--- src/rtl/lector_sensor_pkg.sv ---
`default_nettype none
// ============================================================================
// Module      : lector_sensor_pkg
// Description : Shared types and constants for the lector_sensor front-end:
//               FSM state encoding, frame/sample widths, reset temperature,
//               saturation limits and the "sensor absent" frame pattern.
// Ports       : none (package)
// Revision    : 1.0 - initial release
// ============================================================================
package lector_sensor_pkg;

    typedef enum logic [1:0] {
        ST_IDLE  = 2'd0,
        ST_SETUP = 2'd1,
        ST_SHIFT = 2'd2,
        ST_DONE  = 2'd3
    } state_t;

    localparam int FRAME_BITS = 16;
    localparam int RAW_W      = 13;
    localparam int TEMP_W     = 11;

    localparam logic signed [TEMP_W-1:0] TEMP_RESET   = 11'sd200;
    localparam int                       TEMP_MIN     = -1024;
    localparam int                       TEMP_MAX     = 1023;
    localparam logic [FRAME_BITS-1:0]    FRAME_ABSENT = 16'hFFFF;

endpackage
`default_nettype wire

--- src/rtl/lector_sensor_conv_temp.sv ---
`default_nettype none
// ============================================================================
// Module      : conv_temp
// Description : Combinational conversion of a 13-bit two's-complement sensor
//               reading (0.0625 degC/LSB) to signed tenths of a degree:
//               t = floor(raw*5 / 8), saturated to the 11-bit range.
// Ports       : i_raw  - signed raw sensor value [12:0]
//               o_temp - saturated temperature in tenths of degC [10:0]
// Revision    : 1.0 - initial release
// ============================================================================
module conv_temp
    import lector_sensor_pkg::*;
(
    input  logic signed [RAW_W-1:0]  i_raw,
    output logic signed [TEMP_W-1:0] o_temp
);

    localparam logic signed [15:0] c_hi = 16'(TEMP_MAX);
    localparam logic signed [15:0] c_lo = 16'(TEMP_MIN);

    logic signed [15:0] w_prod;
    logic signed [15:0] w_t;

    // raw*5 spans -20480..20475, so 16 bits never overflow
    assign w_prod = $signed({{(16-RAW_W){i_raw[RAW_W-1]}}, i_raw}) * 16'sd5;
    assign w_t    = w_prod >>> 3;

    always_comb begin
        o_temp = w_t[TEMP_W-1:0];
        if (w_t > c_hi) begin
            o_temp = c_hi[TEMP_W-1:0];
        end else if (w_t < c_lo) begin
            o_temp = c_lo[TEMP_W-1:0];
        end
    end

endmodule
`default_nettype wire

--- src/rtl/lector_sensor.sv ---
`default_nettype none
// ============================================================================
// Module      : lector_sensor
// Description : Periodic SPI mode-0 reader for a digital temperature sensor.
//               Paces frame starts, generates sclk/cs_n, shifts in a 16-bit
//               frame, converts it to tenths of degC and flags an absent
//               sensor (all-ones frame).
// Ports       : clk          - system clock, rising edge
//               arst_n       - asynchronous active-low reset
//               enable       - sampling enable
//               sensor_miso  - serial data from sensor
//               sensor_sclk  - serial clock, idle low
//               sensor_cs_n  - chip select, active low
//               temp_entrada - last good temperature (signed tenths of degC)
//               temp_valid   - one-cycle strobe when temp_entrada updates
//               sensor_fault - last frame was 0xFFFF
// Revision    : 1.0 - initial release
// ============================================================================
module lector_sensor
    import lector_sensor_pkg::*;
#(
    parameter int CLK_DIV       = 4,
    parameter int SAMPLE_PERIOD = 1000
) (
    input  logic                     clk,
    input  logic                     arst_n,
    input  logic                     enable,
    input  logic                     sensor_miso,
    output logic                     sensor_sclk,
    output logic                     sensor_cs_n,
    output logic signed [TEMP_W-1:0] temp_entrada,
    output logic                     temp_valid,
    output logic                     sensor_fault
);

    localparam int PACE_W = $clog2(SAMPLE_PERIOD);
    localparam int DIV_W  = (CLK_DIV > 1) ? $clog2(CLK_DIV) : 1;

    localparam logic [PACE_W-1:0] c_pace_last = PACE_W'(SAMPLE_PERIOD - 1);
    localparam logic [DIV_W-1:0]  c_div_last  = DIV_W'(CLK_DIV - 1);
    localparam logic [3:0]        c_bit_last  = 4'(FRAME_BITS - 1);

    state_t                    r_state;
    state_t                    w_next;
    logic [PACE_W-1:0]         r_pace;
    logic [DIV_W-1:0]          r_div;
    logic [3:0]                r_bit;
    logic                      r_sclk;
    logic                      r_cs_n;
    logic [FRAME_BITS-1:0]     r_shift;
    logic signed [TEMP_W-1:0]  r_temp;
    logic                      r_valid;
    logic                      r_fault;

    logic                      w_start;
    logic                      w_div_end;
    logic                      w_in_shift;
    logic                      w_cs_n_d;
    logic                      w_absent;
    logic signed [TEMP_W-1:0]  w_conv;

    // ------------------------------------------------------------------
    // Pacing: held at 0 while disabled so the first enabled cycle starts
    // a frame; a start while busy is simply lost.
    // ------------------------------------------------------------------
    assign w_start = enable && (r_pace == '0);

    always_ff @(posedge clk or negedge arst_n) begin
        if (!arst_n) begin
            r_pace <= '0;
        end else if (!enable) begin
            r_pace <= '0;
        end else if (r_pace == '0) begin
            r_pace <= c_pace_last;
        end else begin
            r_pace <= r_pace - 1'b1;
        end
    end

    assign w_div_end  = (r_div == c_div_last);
    assign w_in_shift = (r_state == ST_SHIFT);

    // ------------------------------------------------------------------
    // FSM: state register
    // ------------------------------------------------------------------
    always_ff @(posedge clk or negedge arst_n) begin
        if (!arst_n) begin
            r_state <= ST_IDLE;
        end else begin
            r_state <= w_next;
        end
    end

    // ------------------------------------------------------------------
    // FSM: next state
    // ------------------------------------------------------------------
    always_comb begin
        w_next = r_state;
        case (r_state)
            ST_IDLE:  if (w_start) w_next = ST_SETUP;
            ST_SETUP: if (w_div_end) w_next = ST_SHIFT;
            // leave after the high phase of the last bit
            ST_SHIFT: if (w_div_end && r_sclk && (r_bit == c_bit_last)) w_next = ST_DONE;
            ST_DONE:  w_next = ST_IDLE;
            default:  w_next = ST_IDLE;
        endcase
    end

    // ------------------------------------------------------------------
    // FSM: outputs (decoded from next state so cs_n comes from a flop)
    // ------------------------------------------------------------------
    always_comb begin
        w_cs_n_d = 1'b1;
        if ((w_next == ST_SETUP) || (w_next == ST_SHIFT)) begin
            w_cs_n_d = 1'b0;
        end
    end

    // ------------------------------------------------------------------
    // sclk divider, bit counter, shift register
    // ------------------------------------------------------------------
    always_ff @(posedge clk or negedge arst_n) begin
        if (!arst_n) begin
            r_div   <= '0;
            r_sclk  <= 1'b0;
            r_bit   <= '0;
            r_shift <= '0;
        end else begin
            if ((r_state == ST_SETUP) || w_in_shift) begin
                r_div <= w_div_end ? '0 : r_div + DIV_W'(1);
            end else begin
                r_div <= '0;
            end

            if (w_in_shift) begin
                if (w_div_end) begin
                    r_sclk <= ~r_sclk;
                    if (!r_sclk) begin
                        // sample on the clk edge where sclk rises
                        r_shift <= {r_shift[FRAME_BITS-2:0], sensor_miso};
                    end else begin
                        r_bit <= r_bit + 4'd1;
                    end
                end
            end else begin
                r_sclk <= 1'b0;
                r_bit  <= '0;
            end
        end
    end

    conv_temp u_conv (
        .i_raw  (r_shift[FRAME_BITS-1:FRAME_BITS-RAW_W]),
        .o_temp (w_conv)
    );

    assign w_absent = (r_shift == FRAME_ABSENT);

    // ------------------------------------------------------------------
    // Registered outputs; result committed on the DONE cycle
    // ------------------------------------------------------------------
    always_ff @(posedge clk or negedge arst_n) begin
        if (!arst_n) begin
            r_cs_n  <= 1'b1;
            r_temp  <= TEMP_RESET;
            r_valid <= 1'b0;
            r_fault <= 1'b0;
        end else begin
            r_cs_n  <= w_cs_n_d;
            r_valid <= 1'b0;
            if (r_state == ST_DONE) begin
                if (w_absent) begin
                    r_fault <= 1'b1;
                end else begin
                    r_fault <= 1'b0;
                    r_temp  <= w_conv;
                    r_valid <= 1'b1;
                end
            end
        end
    end

    assign sensor_sclk  = r_sclk;
    assign sensor_cs_n  = r_cs_n;
    assign temp_entrada = r_temp;
    assign temp_valid   = r_valid;
    assign sensor_fault = r_fault;

endmodule
`default_nettype wire

--- config.mk ---
export PLATFORM = sky130hd
export DESIGN_NAME = lector_sensor
export DESIGN_NICKNAME = d
export VERILOG_FILES = /design/src/rtl/lector_sensor_pkg.sv /design/src/rtl/lector_sensor_conv_temp.sv /design/src/rtl/lector_sensor.sv
export SDC_FILE = /design/constraint.sdc
export NUM_CORES = 1
export LEC_CHECK = 0
export BUFFER_PORTS_ARGS = -buffer_cell sky130_fd_sc_hd__buf_4
export CAP_MARGIN = 10
export CORE_UTILIZATION = 45
export CTS_BUF_LIST = sky130_fd_sc_hd__clkbuf_8
export CTS_CLUSTER_SIZE = 40
export DETAILED_ROUTE_END_ITERATION = 6
export HOLD_SLACK_MARGIN = 0.15
export PLACE_DENSITY = 0.59
export SKIP_LAST_GASP = 1
export SLEW_MARGIN = 20
export SYNTH_ARGS = -nofsm -noshare
export SYNTH_HDL_FRONTEND = slang
export SYNTH_SLANG_ARGS = --single-unit
--- constraint.sdc ---
create_clock -name clk -period 4.1 [get_ports clk]
set_clock_uncertainty 0.1 [all_clocks]
set_input_delay 0.205 -clock clk [delete_from_list [all_inputs] [get_ports clk]]
set_output_delay 0.205 -clock clk [all_outputs]
set_load 0.03 [all_outputs]
Word-level counts from Yosys, hierarchy flattened
Cells that the tools add are included.
{ "op_classes": {"addsub": 3, "multipliers": 1, "n_lt_le_gt_ge": 2, "n_eq_ne": 10, "muxes": 19, "n_bitwise": 2, "n_reduce_logical": 10} }
{ "ops": {"columns": ["operator", "count"], "rows": [
  ["two-way mux 11 bit", 2],
  ["two-way mux 10 bit", 2],
  ["equality test 16 bit, second input constant", 1],
  ["multiplier 13 x 4 -> 16 bit, second input constant", 1],
  ["> comparator 13 x 11 -> 1 bit, second input constant", 1],
  ["< comparator 13 x 11 -> 1 bit, second input constant", 1],
  ["two-way mux 4 bit", 3],
  ["logical NOT 10 bit", 1],
  ["two-way mux 2 bit", 5],
  ["subtractor 10 x 1 -> 10 bit, second input constant", 1],
  ["equality test 2 bit, second input constant", 4],
  ["one-hot mux 2 bit (4 select lines)", 1],
  ["two-way mux 1 bit", 6],
  ["adder 4 x 1 -> 4 bit, second input constant", 1],
  ["equality test 2 x 1 -> 1 bit, second input constant", 2],
  ["equality test 4 bit, second input constant", 1],
  ["!= test 2 bit, second input constant", 2],
  ["AND reduction 2 bit", 2],
  ["logical AND 1 bit", 3],
  ["AND reduction 3 bit", 1],
  ["adder 2 x 1 -> 2 bit, second input constant", 1],
  ["logical NOT 2 bit", 1],
  ["logical OR 1 bit", 2],
  ["inverter 1 bit", 2]
]} }
{ "word_totals": {"regBits": 49, "output_inout_bits": 15, "word_cells": 57} }

Logic depth before layout (Yosys ltp)
{ "depth": {"word_depth": 8, "mapped_depth": 11, "mapped_depth_nobuf": 11} }

Modules after synthesis
Synthesis repeated with hierarchy kept, for this count alone.
{ "hier_totals": {"cells_unflattened": 280, "hier_area_um2": 3067.9} }
{ "modules_own_cells": {"columns": ["module", "n_inst", "cells_each", "area_each_um2"], "rows": [
  ["lector_sensor", 1, 170, 2180.8],
  ["conv_temp", 1, 110, 887.1]
]} }

Least setup slack after synthesis
No wires, ideal clock.
{ "synth_timing": {"path_kind": "register to register", "from": "register r_shift[6]", "to": "register r_temp[0], in the netlist temp_entrada[0]", "setup_time_ns": 0.099, "t_arrival_ns": 2.685, "required_time_ns": 3.901, "slack_ns": 1.215, "path_stages_with_launch": 12, "n_path_buf": 0, "period_less_slack_ns": 2.885, "cell_sequence": "dfrtp_1 ha_1 ha_1 inv_1 fa_1 nand2b_1 a21oi_4 o41ai_2 a311o_1 o21a_1 a21boi_1 a311oi_1"} }
{ "synth_via": {"elab_chain_len": 4, "elab_cells_between_ends": 8, "cone_classes": "1 x mul; 2 x order compare; 1 x eq/ne; 2 x mux; 1 x bitwise; 1 x reduce/logical"} }
{ "synth_lines": {"columns": ["item", "line_no", "rtl"], "rows": [
  ["start, declared", "lector_sensor.sv:50", "logic [FRAME_BITS-1:0] r_shift;"],
  ["start signal, assigned", "lector_sensor.sv:140", "r_shift <= {r_shift[FRAME_BITS-2:0], sensor_miso};"],
  ["multiplier 13 x 4 -> 16 bit", "lector_sensor_conv_temp.sv:25", "assign w_prod = $signed({{(16-RAW_W){i_raw[RAW_W-1]}}, i_raw}) * 16'sd5;"],
  ["< comparator 13 x 11 -> 1 bit", "lector_sensor_conv_temp.sv:32", "end else if (w_t < c_lo) begin"],
  ["two-way mux 11 bit", "lector_sensor_conv_temp.sv:32", null],
  ["two-way mux 11 bit", "lector_sensor_conv_temp.sv:30", "if (w_t > c_hi) begin"],
  ["end signal, assigned", "lector_sensor.sv:176", "r_temp <= w_conv;"],
  ["end, declared", "lector_sensor.sv:51", "logic signed [TEMP_W-1:0] r_temp;"]
]} }
Parallel ways exist; a longest one is shown, timed or not.
A chain may end at the register's enable or synchronous reset.

Worst setup path after layout
Same ends and word-level chain as after synthesis.

==> results by group <==
Synthesis
  • Post-Syn Area: 3120 um^2
  • Cell taking the most area after synthesis: dfrtp_1
  • Top post-synthesis cells by area: dfrtp_1 (36%), ha_1 (12%), mux2_2 (5.8%)
  • Most used DFF post-synth: dfrtp_1
  • Synth warn: 0
  • Gate count of the mapped netlist: 304
  • Syn Nets: 338
  • Seq/Total Area, Yosys: 39.5%
  • EDFF count, synth: 0
  • Syn Area/Cell: 10.3 um^2
  • Synth cell types: 61
  • Top-area cell type share of the netlist area: 36.1%
  • Synth Register Bits: 49
  • Most frequent cells after synthesis: dfrtp_1 (45), ha_1 (29), nor2_1 (28)
  • FFs w/ async S/R, synth: 100%
  • Most frequent cell after synthesis: dfrtp_1

Status
  • Status: finished, final reports clean

STA
  • Actual slew at the worst max-slew pin: 0.755 ns
  • Final Hold Vio Count: 0
  • Slew Viols, Final: 0
  • Setup slack after layout: 0.963 ns
  • Slew HR: 49.5%
  • Final Cycle Share: 76.5%
  • Setup_tns: 0 ns
  • Post-layout minimum cycle time: 3.14 ns
  • RSZ-0062 raised after global routing: no
  • Final setup viols: 0
  • Max Fclk: 319 MHz

Final layout
  • Util after Layout: 52.3%
  • Ratio of cells with drive above 1 in the final layout: 17.1%
  • # fillers: 619
  • Antenna Cells: 0
  • Syn-to-layout area delta: 9.54%
  • Final Non-Filler Cells: 399
  • Layout Nets: 355

GRT
  • GR Util All Layers: 17.7%
  • GRT Residual Overflow: 0
  • Largest net degree at the start of global routing: 50
  • First-pass GRT wire length: 10.4 mm
  • Vias in the first global route: 2,152
  • Initial antenna violation count: 0

Placement
  • Detailed Place HPWL: 4.32 mm
  • Dpl ws: 0.969 ns
  • GP Congestion: 0.828
  • Placed cell count: 388
  • IO Port Bufs: 18

Critical path
  • R2r setup slk: 0.96 ns
  • Setup crit end kind: register
  • FF-to-FF End: temp_entrada[0]
  • CP Launch Type: register
  • Worst EP arrival: 3.24 ns
  • Worst Reg2Reg Path Length in Cells: 11
  • CP Max Fanout: 9
  • R2R Path Start: r_shift[6]
  • Critical Path RT: 4.21 ns
  • Crit Path Class: reg -> reg

Route
  • DRC: 0
  • Vias/cell: 5.80
  • Routed WL per cell: 14.8 um
  • Pre-antenna DRT Iters: 5
  • Initial DRC Count: 73
  • Antenna Violating Nets Remaining: 0
  • DR vias: 2,316
  • Final WL: 5.89 mm

Clock tree
  • Deepest clock path buffer count: 2
  • Clock slew at reported path FFs: 0.09 ns
  • Cts repair resizes: 0
  • CTS tree: yes
  • Root Driver: clkbuf_8
  • Num CTS Buffers: 5
  • Postcts setup bufs: 0
  • CTS sink count: 49
  • CTS H-tree depth: 2
  • Clock latency on the worst-skew pair: 0.30 ns

Power
  • Worst vdd ir: 146 uV
  • Total power: 1.01 mW
  • PD cells: 294 nW/um^2
  • Pleak: 1.60 nW

Min path
  • Hold/Removal Path Class: in -> async

Floorplanning
  • Row count: 29
  • Initial Util: 47.8%
  • Chip Width: 85.3 um
  • Core ar.: 6530 um^2
  • Full die area: 7270 um^2
  • Total I/O pin count: 19
  • Die height: 85.3 um

Flow run
  • Max-Cap Viols: 0
-- cells in the final DEF (no fill, tap or decap), types with 9 or more instances in the layout --
| cell type | instances |
|---|---|
| buf_4 | 19 |
| xnor2_1 | 10 |
| dfrtp_1 | 45 |
| a311oi_1 | 10 |
| nor2_1 | 28 |
| nand2_1 | 17 |
| mux2_2 | 16 |
| ha_1 | 29 |
| a21oi_1 | 13 |
| inv_1 | 9 |
-- sequential cells by signal, indices dropped and copies added (netlist names), 2 cells and up --
name and count:
r_pace 10, r_bit 4, r_div 2, r_state 2, temp_entrada 11, r_shift 16
-- power breakdown --
part           internal, mW  leakage [nW]  switching (mW)  total, mW
Combinational        0.0804         0.932          0.0851      0.166
Sequential            0.521         0.626          0.0407      0.561
Clock                 0.118        0.0416           0.162      0.280
-- through the flow --
stage / hold WS, ns / cell area [um^2]
2_1_floorplan: -0.191 / 3120
3_5_place_dp: 0.169 / 3300
4_1_cts: 0.357 / 3420
6_report: 0.348 / 3420
5_1_grt: 0.392 / 3420
3_3_place_gp: 0.165 / 3300
-- per-layer routing --
metal	GRT usage [%]	vias to the layer above	part of all wire, %
li1	-	1161	-
met4	3.64	0	0.66
met3	3.02	4	2.4
met5	0	-	0
met1	26.2	1125	53
met2	27.3	26	44
-- how the worst max path moves through the flow --
| stage | from | slack [ns] | cells after the start | end |
|---|---|---|---|---|
| 2_1_floorplan | r_shift[6] | 1.22 | 11 | temp_entrada[0] |
| 3_3_place_gp | r_shift[4] | 0.99 | 11 | temp_entrada[0] |
| 3_5_place_dp | r_shift[6] | 0.97 | 11 | temp_entrada[0] |
| 4_1_cts | r_shift[4] | 0.95 | 11 | temp_entrada[0] |
| 5_1_grt | r_shift[4] | 0.75 | 11 | temp_entrada[1] |
| 6_report | r_shift[6] | 0.96 | 11 | temp_entrada[0] |
-- timing repair --
item,CTS,global route
hold buffers,3,0
endpoints found under the setup margin,0,0
endpoints found under the hold margin,56,0
-- cell type report --
cell class | count | area, um^2 | share of cell area, %
clock inverters | 3 | 18.8 | 0.549
well taps | 77 | 96.3 | 2.82
repair buffers | 22 | 173 | 5.05
inverters | 9 | 35.0 | 1.02
multi-input cells | 234 | 1800 | 52.5
flip-flops and latches | 49 | 1230 | 36.0
clock buffers | 5 | 68.8 | 2.01
-- cell families (layout without fill, tap and decap cells) --
logic type	Yosys count	in the layout	share of synthesized area, %
buffers and inverters	21	39	3.01
AOI/OAI and AO/OA	75	75	18.4
muxes	17	17	6.09
DFF	49	49	39.5
and+or+nand+nor	96	96	15.7
adders and majority gates	30	30	12.3
xor gates and xnor gates	16	16	5.09
-- critical path: stages (launching register included) --
cell	delay, ns
dfrtp_1	0.43
ha_1	0.30
ha_1	0.18
inv_1	0.06
fa_1	0.39
nand2b_1	0.23
a21oi_4	0.18
o41ai_2	0.10
a311o_1	0.42
nor2_4	0.23
o21ai_1	0.12
a311oi_1	0.29
Power figures use the tool's default switching activity.
